[config.mk]
export PLATFORM = sky130hd
export DESIGN_NAME = mem_port_arbiter
export DESIGN_NICKNAME = d
export VERILOG_FILES = /design/src/rtl/mem_port_arbiter.sv
export SDC_FILE = /design/constraint.sdc
export NUM_CORES = 1
export LEC_CHECK = 0
export CAP_MARGIN = 20
export CORE_MARGIN = 4
export CORE_UTILIZATION = 44
export DETAILED_ROUTE_END_ITERATION = 10
export PLACE_DENSITY = 0.9
export SYNTH_ARGS = -nofsm -noshare
export SYNTH_HDL_FRONTEND = slang
export SYNTH_SLANG_ARGS = --single-unit
[constraint.sdc]
create_clock -name CLK -period 3.2 [get_ports CLK]
set_input_delay 0.32 -clock CLK [delete_from_list [all_inputs] [get_ports CLK]]
set_output_delay 0.32 -clock CLK [all_outputs]
set_load 0.005 [all_outputs]
[src/rtl/mem_port_arbiter.sv]
// Shares one single-ported, fixed-latency memory between the fetch port and the data port.
// Only one access is in flight at a time. The data port wins ties, then the two ports alternate.
module mem_port_arbiter #(
  parameter int LAT = 2,
  parameter int AW  = 32,
  parameter int DW  = 32
) (
  input  logic          CLK,
  input  logic          RST,
  input  logic          IF_REQ,
  input  logic [AW-1:0] IF_ADDR,
  output logic          IF_DONE,
  output logic [DW-1:0] IF_RDATA,
  output logic          IF_STALL,
  input  logic          D_REQ,
  input  logic          D_WE,
  input  logic [AW-1:0] D_ADDR,
  input  logic [DW-1:0] D_WDATA,
  output logic          D_DONE,
  output logic [DW-1:0] D_RDATA,
  output logic          D_STALL,
  output logic          MEM_CSN,
  output logic          MEM_WEN,
  output logic [AW-1:0] MEM_ADDR,
  output logic [DW-1:0] MEM_WDATA,
  input  logic [DW-1:0] MEM_RDATA
);

  // state   | meaning
  // S_IDLE  | no access in flight, grant rule active
  // S_ISSUE | MEM_CSN low for the granted access
  // S_WAIT  | read latency countdown, capture at cnt==0
  // S_RESP  | owner's DONE pulses, grant rule active for the next access
  localparam logic [1:0] S_IDLE  = 2'd0;
  localparam logic [1:0] S_ISSUE = 2'd1;
  localparam logic [1:0] S_WAIT  = 2'd2;
  localparam logic [1:0] S_RESP  = 2'd3;

  localparam logic OWN_IF = 1'b0;
  localparam logic OWN_D  = 1'b1;
  localparam int   CW     = (LAT > 1) ? $clog2(LAT) : 1;

  logic [1:0]    state;
  logic [CW-1:0] cnt;
  logic          owner;
  logic          last_owner;
  logic          acc_we;
  logic          if_elig;
  logic          d_elig;
  logic          grant_en;
  logic          grant_d;

  // The port pulsing DONE is masked, so the served port cannot be re-granted in RESP.
  always_comb begin
    if_elig  = IF_REQ & ~IF_DONE;
    d_elig   = D_REQ & ~D_DONE;
    grant_en = ((state == S_IDLE) || (state == S_RESP)) && (if_elig || d_elig);
    if (if_elig && d_elig) grant_d = (last_owner == OWN_IF);
    else                   grant_d = d_elig;
  end

  assign IF_STALL = IF_REQ & ~IF_DONE;
  assign D_STALL  = D_REQ & ~D_DONE;

  always_ff @(posedge CLK) begin
    if (RST) begin
      state      <= S_IDLE;
      cnt        <= '0;
      owner      <= OWN_IF;
      last_owner <= OWN_IF;
      acc_we     <= 1'b0;
      IF_DONE    <= 1'b0;
      D_DONE     <= 1'b0;
      IF_RDATA   <= '0;
      D_RDATA    <= '0;
      MEM_CSN    <= 1'b1;
      MEM_WEN    <= 1'b1;
      MEM_ADDR   <= '0;
      MEM_WDATA  <= '0;
    end else begin
      IF_DONE <= 1'b0;
      D_DONE  <= 1'b0;
      MEM_CSN <= 1'b1;
      MEM_WEN <= 1'b1;
      case (state)
        S_IDLE, S_RESP: begin
          if (state == S_RESP) last_owner <= owner;
          if (grant_en) begin
            owner     <= grant_d;
            acc_we    <= grant_d & D_WE;
            MEM_ADDR  <= grant_d ? D_ADDR : IF_ADDR;
            MEM_WDATA <= D_WDATA;
            MEM_CSN   <= 1'b0;
            MEM_WEN   <= ~(grant_d & D_WE);
            state     <= S_ISSUE;
          end else begin
            state <= S_IDLE;
          end
        end
        S_ISSUE: begin
          if (acc_we) begin
            if (owner == OWN_D) D_DONE  <= 1'b1;
            else                IF_DONE <= 1'b1;
            state <= S_RESP;
          end else begin
            cnt   <= CW'(LAT - 1);
            state <= S_WAIT;
          end
        end
        S_WAIT: begin
          if (cnt == '0) begin
            if (owner == OWN_D) begin
              D_RDATA <= MEM_RDATA;
              D_DONE  <= 1'b1;
            end else begin
              IF_RDATA <= MEM_RDATA;
              IF_DONE  <= 1'b1;
            end
            state <= S_RESP;
          end else begin
            cnt <= cnt - 1'b1;
          end
        end
        default: state <= S_IDLE;
      endcase
    end
  end

endmodule

* After elaboration in Yosys (flattened, before gate mapping) *
Index checks and enable logic that the tools add are counted.
Widths: inputs -> output; s select.

word-level totals
  flip-flop bits (word level) = 138
  bits in writable memories = 0
  latch bits = 0
  memories kept = 0
  ROM bits = 0
  logic and storage cells = 62

cells by class
  reduce and logical (&&, ||, !) cells = 14
  shift operators = 0
  order comparisons = 0
  add/sub/neg operators = 1
  div/mod/pow operators = 0
  multiplexer cells = 18
  bitwise logic cells = 11
  multipliers = 0
  equality and inequality tests = 5

operators with widths
  cell                 count
  $mux 32              1
  $mux 1               12
  $not 1->1            8
  $pmux 1 s2           3
  $pmux 2 s3           1
  $reduce_and 2->1     3
  $reduce_and 3->1     2
  $eq 2x2->1 const B   2
  $ne 2x2->1 const B   2
  $reduce_or 2->1      2
  $and 1x1->1          3
  $reduce_or 3->1      1
  $eq 2x1->1 const B   1
  $logic_and 1x1->1    2
  $logic_not 2->1      1
  $logic_or 1x1->1     2
  $mux 2               1
  $reduce_bool 2->1    1
  $sub 1x1->1 const B  1

* Longest topological paths before layout *
Gate-level depths: netlist of the first run.

  depth after elaboration = 6
  gate-level depth with buffers = 8

* Least setup slack after synthesis of the first run *
Ideal clock, no wire load.

  kind = flip-flop to flip-flop
  start point = register state[0]
  end point = register MEM_ADDR[15]
  data required time = 3.054 ns
  arrival time = 1.418 ns
  path buffers = 3
  clock period less this slack = 1.564 ns
  library setup time = 0.146 ns
  path slack = 1.636 ns
  cell stages (with the launch flop) = 9
  cells stage by stage = dfxtp_1 inv_1 ha_1 buf_2 o21ai_2 buf_4 buf_6 a21oi_1 a211oi_2

between the ends
  word-level cells in the longest chain between the ends = 4

RTL lines
  item                                                  line    RTL
  start: declaration                                    43      logic [1:0] state;
  start signal: assignment                              67      state <= S_IDLE;
  start signal: assignment                              95      state <= S_ISSUE;
  start signal: assignment                              97      state <= S_IDLE;
  $eq 2x2->1 / $logic_not 2->1 (equally long branches)  57, 85
  $logic_or 1x1->1                                      57      grant_en = ((state == S_IDLE) || (state == S_RESP)) && (if_elig || d_elig);
  $logic_and 1x1->1                                     57
  $reduce_and 2->1 (no line) *                          n/a
  end signal: assignment                                91      MEM_ADDR <= grant_d ? D_ADDR : IF_ADDR;
  end: declaration                                      24      output logic [AW-1:0] MEM_ADDR,

Every way passes the cells marked *; elsewhere a longest branch is shown, timed or not.
A chain may end at the register's enable or synchronous reset.

* Final worst setup path of the first run *
  start point = register state[0]
  end point = register MEM_ADDR[3]

Same word-level chain as after synthesis.

==> results of run 1 <==
-- cells by family (layout without fill, tap and decap cells) --
kind of cell               Yosys count  after routing
and+or+nand+nor                    280            280
AOI/OAI and AO/OA                  169            169
DFF                                138            138
buffers and inverters               53            311
adders and majority gates            4              4
muxes                                1              1
-- critical path: stages (launching register included) --
cell and delay [ps]:
sky130_fd_sc_hd__dfxtp_1 390, sky130_fd_sc_hd__inv_1 80, sky130_fd_sc_hd__ha_1 480, sky130_fd_sc_hd__o21a_2 560, sky130_fd_sc_hd__buf_12 290, sky130_fd_sc_hd__nor2_1 70
sky130_fd_sc_hd__a211oi_2 190
-- area by class of cell --
type | instances | share of cell area, %
timing repair buffer | 276 | 32.02
sequential | 138 | 31.91
multi-input combinational | 454 | 26.92
clock buffer | 21 | 5.202
tap | 147 | 2.124
clock inverter | 11 | 1.691
inverter | 3 | 0.1301
-- per-stage QoR --
stage	std cells	cell area (um2)	util [%]	hold WS, ps
global placement	1018	8061	67.11	440.4
floorplan	645	5398	-	439.8
CTS	1050	8658	72.08	430.2
detailed placement	1018	8061	67.11	445.7
global route	1050	8658	72.08	453.2
finish	1050	8658	72.08	446.8
-- power by group through the flow --
stage	Combinational, W	Sequential (W)	Clock [W]
2_1_floorplan	0.00160	0.00244	0
3_3_place_gp	0.00284	0.00240	0
3_5_place_dp	0.00290	0.00242	0
4_1_cts	0.00292	0.00239	0.00201
5_1_grt	0.00314	0.00244	0.00209
6_report	0.00288	0.00238	0.00197
-- worst max-delay path by stage --
stage / slack, ps / start / end / cells after the start
floorplan: 1640 / state[0] / MEM_ADDR[15] / 8
detailed placement: 1030 / D_REQ / MEM_ADDR[7] / 6
global placement: 1080 / D_REQ / MEM_ADDR[9] / 6
finish: 1050 / state[0] / MEM_ADDR[3] / 6
global route: 890 / state[0] / MEM_ADDR[3] / 6
CTS: 1030 / state[0] / MEM_ADDR[3] / 6
-- placed cells by master, fill, tap and decap left out, types with 2 or more instances in the layout --
cell                              count
sky130_fd_sc_hd__nor2b_4              2
sky130_fd_sc_hd__dfxtp_1            138
sky130_fd_sc_hd__a211oi_2            28
sky130_fd_sc_hd__a211oi_1             7
sky130_fd_sc_hd__a2111oi_0            2
sky130_fd_sc_hd__clkinv_2             3
sky130_fd_sc_hd__inv_1                3
sky130_fd_sc_hd__bufinv_16            3
sky130_fd_sc_hd__clkinvlp_4           2
sky130_fd_sc_hd__buf_4                8
sky130_fd_sc_hd__nand2b_1             3
sky130_fd_sc_hd__clkbuf_1             3
sky130_fd_sc_hd__clkdlybuf4s50_1    265
sky130_fd_sc_hd__clkbuf_16           17
sky130_fd_sc_hd__nand2_1            228
sky130_fd_sc_hd__clkinv_4             3
sky130_fd_sc_hd__buf_12               3
sky130_fd_sc_hd__a21oi_2             16
sky130_fd_sc_hd__ha_1                 4
sky130_fd_sc_hd__nor2_2               2
sky130_fd_sc_hd__nor2_1              38
sky130_fd_sc_hd__a21oi_1            113
sky130_fd_sc_hd__nand3b_1             2
-- flip-flops by register name (all words and copies together) (netlist names) --
signal,count
acc_we,1
cnt,1
MEM_WDATA,32
D_DONE,1
IF_DONE,1
MEM_ADDR,32
last_owner,1
MEM_CSN,1
owner,1
state,2
D_RDATA,32
IF_RDATA,32
MEM_WEN,1
-- routing by layer --
layer	part of all wire, %	global-route usage (%)	wire length (um)	vias to the layer above
met3	11	11.39	1783	46
met4	3.2	10.93	539	0
met1	38	23.98	6414	2368
li1	-	-	-	2621
met2	48	39.40	8082	227
met5	0	0	0	-
==> results.sh, run 1 <==
export IMPL_post_dp_hpwl_um=11560
export IMPL_hold_path_cell_count=3
export IMPL_layout_area_seq_mm2=0.002763
export IMPL_pwr_density_cell_mw_per_mm2=835.9
export IMPL_drv_slew=0
export IMPL_power_frac_comb_pct=39.8
export IMPL_max_cap_viol_count=0
export IMPL_report_final_hold_viol_count=0
export IMPL_drt_total_wl_um=16820
export IMPL_postSynthNetCount=782
export IMPL_post_synth_top_area_fraction_pct=51.18
export IMPL_worst_setup_path_start_kind="flop"
export IMPL_start_util_pct=44.94
export IMPL_cts_path_max_buffers=2
export IMPL_synth_distinct_cells=27
export IMPL_fillers=890
export IMPL_post_synth_most_frequent_cells="228 x sky130_fd_sc_hd__nand2_1, 138 x sky130_fd_sc_hd__dfxtp_1, 113 x sky130_fd_sc_hd__a21oi_1, 40 x sky130_fd_sc_hd__nor2_1, 28 x sky130_fd_sc_hd__a211oi_2"
export IMPL_floorplan_core_area_mm2=0.01201
export IMPL_worst_pin_slew_ps=891.3
export IMPL_min_delay_worst_endpoint="MEM_WDATA[8]"
export IMPL_pin_count_of_the_biggest_net_entering_global_routing=72
export IMPL_grt_antenna_before_repair=0
export IMPL_rrSetupSlack_ps=1050
export IMPL_period_needed_ps=2153
export IMPL_async_flop_share_pct=0
export IMPL_power_frac_seq_pct=32.9
export IMPL_postSynthAreaPerCell_um2=8.368
export IMPL_crit_reg2reg_capture="MEM_ADDR[3]"
export IMPL_clk_latency_ps=420
export IMPL_area_of_the_die_mm2=0.01410
export IMPL_synth_seq_cells=138
export IMPL_timing_critical_path_fanout_max=44
export IMPL_cts_htree_levels=4
export IMPL_synth_largest_area_cell="sky130_fd_sc_hd__dfxtp_1"
export IMPL_fin_crit_sh_pct=67.28
export IMPL_postRouteAntennaNets=0
export IMPL_max_slew_margin_pct=40.58
export IMPL_unrepaired_setup_endpoints_after_global_routing="false"
export IMPL_cts_sinks=138
export IMPL_post_cts_setup_buffers=0
export IMPL_ir_worst_vdd_uv=492.0
export IMPL_post_synth_instance_area_mm2=0.005398
export IMPL_cts_repair_resized=0
export IMPL_cts_tree="yes"
export IMPL_timing_setup_tns_ps=0
export IMPL_total_grt_overflow=0
export IMPL_hold_buffers=0
export IMPL_std_cell_rows=40
export IMPL_number_of_enable_type_register_cells_in_the_synthesized_netlist=0
export IMPL_power_switching_w=0.002413
export IMPL_timing_final_setup_violations=0
export IMPL_share_of_layout_cells_above_drive_strength_1_pct=10.19
export IMPL_floorplan_io_pins=267
export IMPL_power_w=0.007237
export IMPL_syn_inst=645
export IMPL_timing_critical_path_required_ps=3530
export IMPL_synth_ff_type="sky130_fd_sc_hd__dfxtp_1"
export IMPL_worstSetupEndpointType="flop"
export IMPL_synthTopCellsByArea="sky130_fd_sc_hd__dfxtp_1 51%, sky130_fd_sc_hd__nand2_1 16%, sky130_fd_sc_hd__a21oi_1 10%"
export IMPL_worst_r2r_path_depth=6
export IMPL_power_internal_w=0.004824
export IMPL_total_leakage_power_nw=3.129
export IMPL_cts_clk_slew_worst_paths_ps=60
export IMPL_fraction_of_the_mapped_netlist_area_in_compound_gates_pct=21.30
export IMPL_synth_adder_area_share_pct=0.9272
export IMPL_clk_root_buffer_cell="sky130_fd_sc_hd__clkbuf_16"
export IMPL_antenna_cells_inserted=0
export IMPL_avgViaCountPerCell=5.011
export IMPL_route_vias_total=5262
export IMPL_clock_skew_ps=7.075
export IMPL_run_status="finished, final reports clean"
export IMPL_synth_xor_area_share_pct=0
export IMPL_synth_warnings=0
export IMPL_dpl_worst_slack_ps=1030
export IMPL_hp_class="input port to flop"
export IMPL_design_final_nets=1027
export IMPL_maxClockFrequency_ghz=0.4645
export IMPL_drt_wirelength_per_cell_um=16.02
export IMPL_die_width_um=118.8
export IMPL_synth_yosys_seq_area_share_pct=51.18
export IMPL_area_growth_pct=60.41
export IMPL_post_synth_top_count_cell="sky130_fd_sc_hd__nand2_1"
export IMPL_cp_data_arrival_time_ps=2480
export IMPL_gp_congestion=0.7908
export IMPL_drt_drc_violations_left=0
export IMPL_largest_family_of_logic_cells_by_synthesized_area="compound AO/OA/AOI/OAI gates"
export IMPL_die_h_um=118.8
export IMPL_grt_first_pass_wirelength_um=26190
export IMPL_clock_power_share_pct=27.2
export IMPL_path_class="flop to flop"
export IMPL_multi_input_area_mm2=0.002331
export IMPL_regToRegStartpoint="state[0]"
export IMPL_synth_mux_area_share_pct=0.1854
export IMPL_grt_use_total_pct=23.23
export IMPL_synth_simple_area_share_pct=20.51
export IMPL_first_global_vias=5246
export IMPL_worst_min_path_start="D_WDATA[8]"
export IMPL_first_pass_iters=4
export IMPL_tritoncts_num_buffers=17
export IMPL_drt_first_iter_violations=388
export IMPL_postLayoutSetupSlackWorst_ps=1047
export IMPL_io_buffer_count=266
export IMPL_sw_ratio_pct=33.35
(Power assumes the default switching activity.)
==> run 2, diff against run 1 <==
- CORE_UTILIZATION: 44 -> 36
- PLACE_DENSITY: 0.9 -> 0.79
- clock period: 3.2 -> 1.7 ns (I/O delays scaled with it)
==> run 2 against run 1 <==
  * Non-clock buffer count rose by 14
  * Power increased by 98%
  * Sequential power is 89% higher
  * Critical path depth is 3 lower
  * Critical endpoint is now D_STALL
  * Highest routed layer unchanged
  * Cell count rose by 4.9%
  * Routed wire length decreased by 0.14%
==> results.sh, run 2 (same netlist as run 1, synthesis figures left out) <==
export IMPL_rrSetupSlack_ps=130
export IMPL_post_dp_hpwl_um=11890
export IMPL_area_of_the_die_mm2=0.01702
export IMPL_total_leakage_power_nw=3.247
export IMPL_max_cap_viol_count=0
export IMPL_final_cell_count_no_fill=1101
export IMPL_avgViaCountPerCell=4.764
export IMPL_power_w=0.01435
export IMPL_tritoncts_num_buffers=17
export IMPL_area_growth_pct=65.99
export IMPL_grt_first_pass_wirelength_um=25720
export IMPL_placedCellCount=1068
export IMPL_timing_final_setup_violations=0
export IMPL_power_switching_w=0.004644
export IMPL_period_needed_ps=1640
export IMPL_first_global_vias=5043
export IMPL_most_common_layout_cells="265 x sky130_fd_sc_hd__clkdlybuf4s50_1, 228 x sky130_fd_sc_hd__nand2_1, 137 x sky130_fd_sc_hd__dfxtp_1, 113 x sky130_fd_sc_hd__a21oi_1, 38 x sky130_fd_sc_hd__nor2_1"
export IMPL_worst_pin_slew_ps=517.5
export IMPL_path_class="flop to primary output"
export IMPL_worst_min_path_start="RST"
export IMPL_max_slew_margin_pct=64.61
export IMPL_worst_r2r_path_depth=6
export IMPL_drt_drc_violations_left=0
export IMPL_final_core_utilization_pct=61.42
export IMPL_report_final_hold_viol_count=0
export IMPL_maxClockFrequency_ghz=0.6098
export IMPL_dpl_worst_slack_ps=-52.40
export IMPL_die_width_um=130.5
export IMPL_first_pass_iters=5
export IMPL_floorplan_core_area_mm2=0.01459
export IMPL_clock_skew_ps=8.695
export IMPL_power_frac_seq_pct=31.3
export IMPL_timing_critical_path_fanout_max=2
export IMPL_cts_sinks=138
export IMPL_worstSetupEndpointType="primary output"
export IMPL_cp_data_arrival_time_ps=1470
export IMPL_hold_ws_ps=44.45
export IMPL_die_h_um=130.5
export IMPL_crit_reg2reg_capture="MEM_WDATA[27]"
export IMPL_drv_slew=0
export IMPL_drt_wirelength_per_cell_um=15.26
export IMPL_regToRegStartpoint="state[0]"
export IMPL_gp_congestion=0.8625
export IMPL_postLayoutSetupSlackWorst_ps=60.06
export IMPL_grt_use_total_pct=19.28
export IMPL_ir_worst_vdd_uv=777.2
export IMPL_cts_clk_slew_worst_paths_ps=60
export IMPL_timing_critical_path_required_ps=1530
export IMPL_clock_power_share_pct=27.2
export IMPL_floorplan_io_pins=267
export IMPL_unrepaired_setup_endpoints_after_global_routing="false"
export IMPL_antenna_cells_inserted=0
export IMPL_design_final_nets=1041
export IMPL_hold_path_cell_count=2
export IMPL_io_buffer_count=266
export IMPL_cts_tree="yes"
export IMPL_drt_total_wl_um=16800
export IMPL_fin_crit_sh_pct=96.47
export IMPL_run_status="finished, final reports clean"
export IMPL_hp_class="input port to flop"
export IMPL_sw_ratio_pct=32.37
export IMPL_mostFrequentLayoutCell="sky130_fd_sc_hd__clkdlybuf4s50_1"
export IMPL_std_cell_rows=44
export IMPL_power_internal_w=0.009702
export IMPL_pwr_density_cell_mw_per_mm2=1601
export IMPL_route_vias_total=5245
export IMPL_power_frac_comb_pct=41.5
export IMPL_postRouteAntennaNets=0
export IMPL_grt_antenna_before_repair=0
export IMPL_share_of_layout_cells_above_drive_strength_1_pct=11.78
export IMPL_cts_htree_levels=4
export IMPL_pin_count_of_the_biggest_net_entering_global_routing=69
export IMPL_cts_path_max_buffers=2
export IMPL_start_util_pct=37.00
export IMPL_worst_setup_path_start_kind="flop"
export IMPL_clk_root_buffer_cell="sky130_fd_sc_hd__clkbuf_16"
export IMPL_min_delay_worst_endpoint="MEM_ADDR[4]"
export IMPL_clk_latency_ps=420
export IMPL_drt_first_iter_violations=315
export IMPL_total_grt_overflow=0
export IMPL_hold_buffers=0
-- run 2: cell types whose count changed in the layout (fill, tap and decap cells not counted), sizes merged --
cell,change
buf,+14
clkinv,-3
clkinvlp,+2
bufinv,+1
-- run 2: repair_timing --
action	4_1_cts	5_1_grt
gates resized for setup	0	2
setup endpoints to repair	1	5
cloned	0	0
buffers inserted	1	0
-- run 2: how the worst max path moves through the flow --
stage                     startpoint            end  slack [ps]  depth (start not counted)
after floorplan             state[0]   MEM_ADDR[15]         140                          8
after global placement         D_REQ    MEM_ADDR[0]          10                          6
after detailed placement       D_REQ    MEM_ADDR[1]         -50                          6
after CTS                     D_DONE        D_STALL           4                          3
after global routing        state[0]  MEM_WDATA[25]           8                          6
final                         D_DONE        D_STALL          60                          3
-- run 2: through the flow --
step	TNS, ps	cell area [um2]
global route	0	8960
finish	0	8960
detailed placement	-96.11	8318
floorplan	0	5398
CTS	0	8955
global placement	0	8318
-- run 2: critical path, cell delays in order (launching register included) --
cell                              delay [ps]
sky130_fd_sc_hd__dfxtp_2                 350
sky130_fd_sc_hd__nor2b_4                 120
sky130_fd_sc_hd__buf_4                   110
sky130_fd_sc_hd__clkdlybuf4s50_1         490
-- run 2: power by group through the flow --
stage / clock network (W) / logic [W] / registers (W)
4_1_cts: 0.00399 / 0.00602 / 0.00449
6_report: 0.00390 / 0.00595 / 0.00449
3_3_place_gp: 0 / 0.00589 / 0.00453
2_1_floorplan: 0 / 0.00300 / 0.00459
5_1_grt: 0.00413 / 0.00655 / 0.00459
3_5_place_dp: 0 / 0.00599 / 0.00455
-- run 2: layout make-up --
type / count / area (um2)
Fill cell: 1249 / 5629
Inverter: 3 / 11.26
Multi-Input combinational cell: 454 / 2331
Sequential cell: 138 / 2764
Timing Repair Buffer: 290 / 2994
Clock buffer: 21 / 460.4
Tap cell: 184 / 230.2
Clock inverter: 11 / 168.9
-- run 2: routing by layer --
metal	track usage, %	up-vias	share of wire, %
li1	-	2648	-
met1	22.02	2376	40
met2	31.68	197	47
met3	8.902	24	11
met4	7.320	0	2.1
met5	0	-	0
==> run 3, diff against run 2 <==
- CORE_MARGIN: 4 -> not set
==> run 3 against run 2 <==
  * Combinational power is 3% lower
  * Largest cell class unchanged
  * Utilization is 0.069 points lower
  * Routed wire length is essentially flat
  * Worst setup slack worse by 3.0 ps
  * Die area down 9.0%
  * Power grew 0.49%
  * Largest power group unchanged
  * Critical path depth decreased by 1
==> results.sh, run 3 (same netlist as run 1, synthesis figures left out) <==
export IMPL_floorplan_io_pins=267
export IMPL_gp_congestion=0.7854
export IMPL_total_grt_overflow=0
export IMPL_dpl_worst_slack_ps=-15.67
export IMPL_std_cell_rows=44
export IMPL_share_of_layout_cells_above_drive_strength_1_pct=11.40
export IMPL_ir_worst_vdd_uv=760.3
export IMPL_timing_critical_path_required_ps=1530
export IMPL_min_delay_worst_endpoint="MEM_WDATA[6]"
export IMPL_report_final_hold_viol_count=0
export IMPL_grt_first_pass_wirelength_um=26590
export IMPL_worst_min_path_start="D_WDATA[6]"
export IMPL_cts_path_max_buffers=2
export IMPL_critPathTopFamily="buffers and inverters"
export IMPL_period_needed_ps=1643
export IMPL_max_slew_margin_pct=74.75
export IMPL_cp_buffers_inverters=1
export IMPL_total_leakage_power_nw=3.225
export IMPL_postLayoutSetupSlackWorst_ps=57.08
export IMPL_avgViaCountPerCell=4.823
export IMPL_grt_antenna_before_repair=0
export IMPL_run_status="finished, final reports clean"
export IMPL_hold_path_cell_count=3
export IMPL_io_buffer_count=266
export IMPL_mostFrequentLayoutCell="sky130_fd_sc_hd__clkdlybuf4s50_1"
export IMPL_design_final_nets=1036
export IMPL_final_cell_count_no_fill=1096
export IMPL_worst_setup_path_start_kind="flop"
export IMPL_route_vias_total=5286
export IMPL_path_class="flop to primary output"
export IMPL_post_dp_hpwl_um=11290
export IMPL_timing_setup_tns_ps=0
export IMPL_fin_crit_sh_pct=96.64
export IMPL_pin_count_of_the_biggest_net_entering_global_routing=71
export IMPL_worst_r2r_path_depth=6
export IMPL_cts_clk_slew_worst_paths_ps=60
export IMPL_area_of_the_die_mm2=0.01549
export IMPL_drt_wirelength_per_cell_um=15.32
export IMPL_clock_skew_ps=6.796
export IMPL_clk_root_buffer_cell="sky130_fd_sc_hd__clkbuf_16"
export IMPL_power_w=0.01442
export IMPL_crit_slowest_cell="sky130_fd_sc_hd__clkdlybuf4s50_1"
export IMPL_cts_sinks=138
export IMPL_start_util_pct=37.00
export IMPL_timing_critical_path_fanout_max=3
export IMPL_grt_use_total_pct=21.63
export IMPL_rrSetupSlack_ps=130
export IMPL_drt_drc_violations_left=0
export IMPL_die_width_um=124.5
export IMPL_first_pass_iters=6
export IMPL_unrepaired_setup_endpoints_after_global_routing="false"
export IMPL_cp_cell_sequence="nor2b_4 -> clkdlybuf4s50_1"
export IMPL_cp_data_arrival_time_ps=1470
export IMPL_hp_class="input port to flop"
export IMPL_first_global_vias=5192
export IMPL_placedCellCount=1062
export IMPL_area_growth_pct=65.81
export IMPL_cts_tree="yes"
export IMPL_antenna_cells_inserted=0
export IMPL_drt_first_iter_violations=298
export IMPL_drt_total_wl_um=16790
export IMPL_timing_critical_path_slowest_cell_delay_ps=560
export IMPL_die_h_um=124.5
export IMPL_regToRegStartpoint="state[0]"
export IMPL_cts_htree_levels=4
export IMPL_worst_pin_slew_ps=369.2
export IMPL_drv_slew=0
export IMPL_floorplan_core_area_mm2=0.01459
export IMPL_maxClockFrequency_ghz=0.6087
export IMPL_max_cap_viol_count=0
export IMPL_most_common_layout_cells="265 x sky130_fd_sc_hd__clkdlybuf4s50_1, 228 x sky130_fd_sc_hd__nand2_1, 138 x sky130_fd_sc_hd__dfxtp_1, 113 x sky130_fd_sc_hd__a21oi_1, 38 x sky130_fd_sc_hd__nor2_1"
export IMPL_timing_final_setup_violations=0
export IMPL_tritoncts_num_buffers=17
export IMPL_postRouteAntennaNets=0
export IMPL_crit_reg2reg_capture="MEM_ADDR[31]"
export IMPL_pwr_density_cell_mw_per_mm2=1611
export IMPL_worstSetupEndpointType="primary output"
export IMPL_clk_latency_ps=420
-- run 3: cell types whose count changed in the layout (fill, tap and decap cells not counted), moves of 2 or more --
cell                         change
sky130_fd_sc_hd__inv_6           +2
sky130_fd_sc_hd__buf_4           -5
sky130_fd_sc_hd__clkinvlp_4      +2
sky130_fd_sc_hd__clkbuf_1        -2
-- run 3: where the power goes --
part | switching, W | internal (W)
Sequential | 0.000445 | 0.00406
Clock | 0.00146 | 0.00265
Combinational | 0.00283 | 0.00298
Total | 0.00473 | 0.00968
-- run 3: worst max path at each step --
| stage | slack, ps | endpoint | cells after the start | start |
|---|---|---|---|---|
| floorplan | 140 | MEM_ADDR[15] | 8 | state[0] |
| global placement | 30 | MEM_ADDR[2] | 6 | D_REQ |
| detailed placement | -20 | MEM_ADDR[14] | 6 | D_REQ |
| CTS | 30 | IF_STALL | 2 | IF_DONE |
| global route | 9 | IF_STALL | 2 | IF_DONE |
| finish | 60 | IF_STALL | 2 | IF_DONE |
-- run 3: area by class of cell --
cell class | instances | area, um2
clock buffers | 18 | 439.2
clock inverters | 14 | 217.7
fillers | 1233 | 5639
inverters | 3 | 11.26
multi-input cells | 454 | 2333
flip-flops and latches | 138 | 2763
well taps | 184 | 230.2
repair buffers | 285 | 2955
-- run 3: per-layer routing --
metal  vias to the layer above  track usage (%)  share of wire [%]
li1                       2633                -                  -
met1                      2419            24.51                 42
met5                         -                0                  0
met3                        26            9.450                9.2
met4                         0            7.654                2.1
met2                       208            35.94                 47
-- run 3: timing repair --
item | in CTS | in global routing
resized for setup | 0 | 1
gates cloned | 0 | 0
endpoints found under the setup margin | 1 | 3
buffers inserted | 1 | 0
hold buffers | 1 | 0
endpoints found under the hold margin | 1 | 0
-- run 3: worst reg2reg max path: cells and delay by family, from the launching register on --
family / cells / cell delay [ps]
buffers and inverters: 2 / 290
and+or+nand+nor: 1 / 70
DFF: 1 / 330
AOI/OAI and AO/OA: 2 / 420
adders and majority gates: 1 / 380
-- run 3: through the flow --
step,instance area (um2),util [%],hold WS (ps)
detailed placement,8273,56.71,424.6
global route,8950,61.35,287.0
CTS,8947,61.33,286.8
finish,8950,61.35,307.5
global placement,8273,56.71,408.8
floorplan,5398,-,289.8
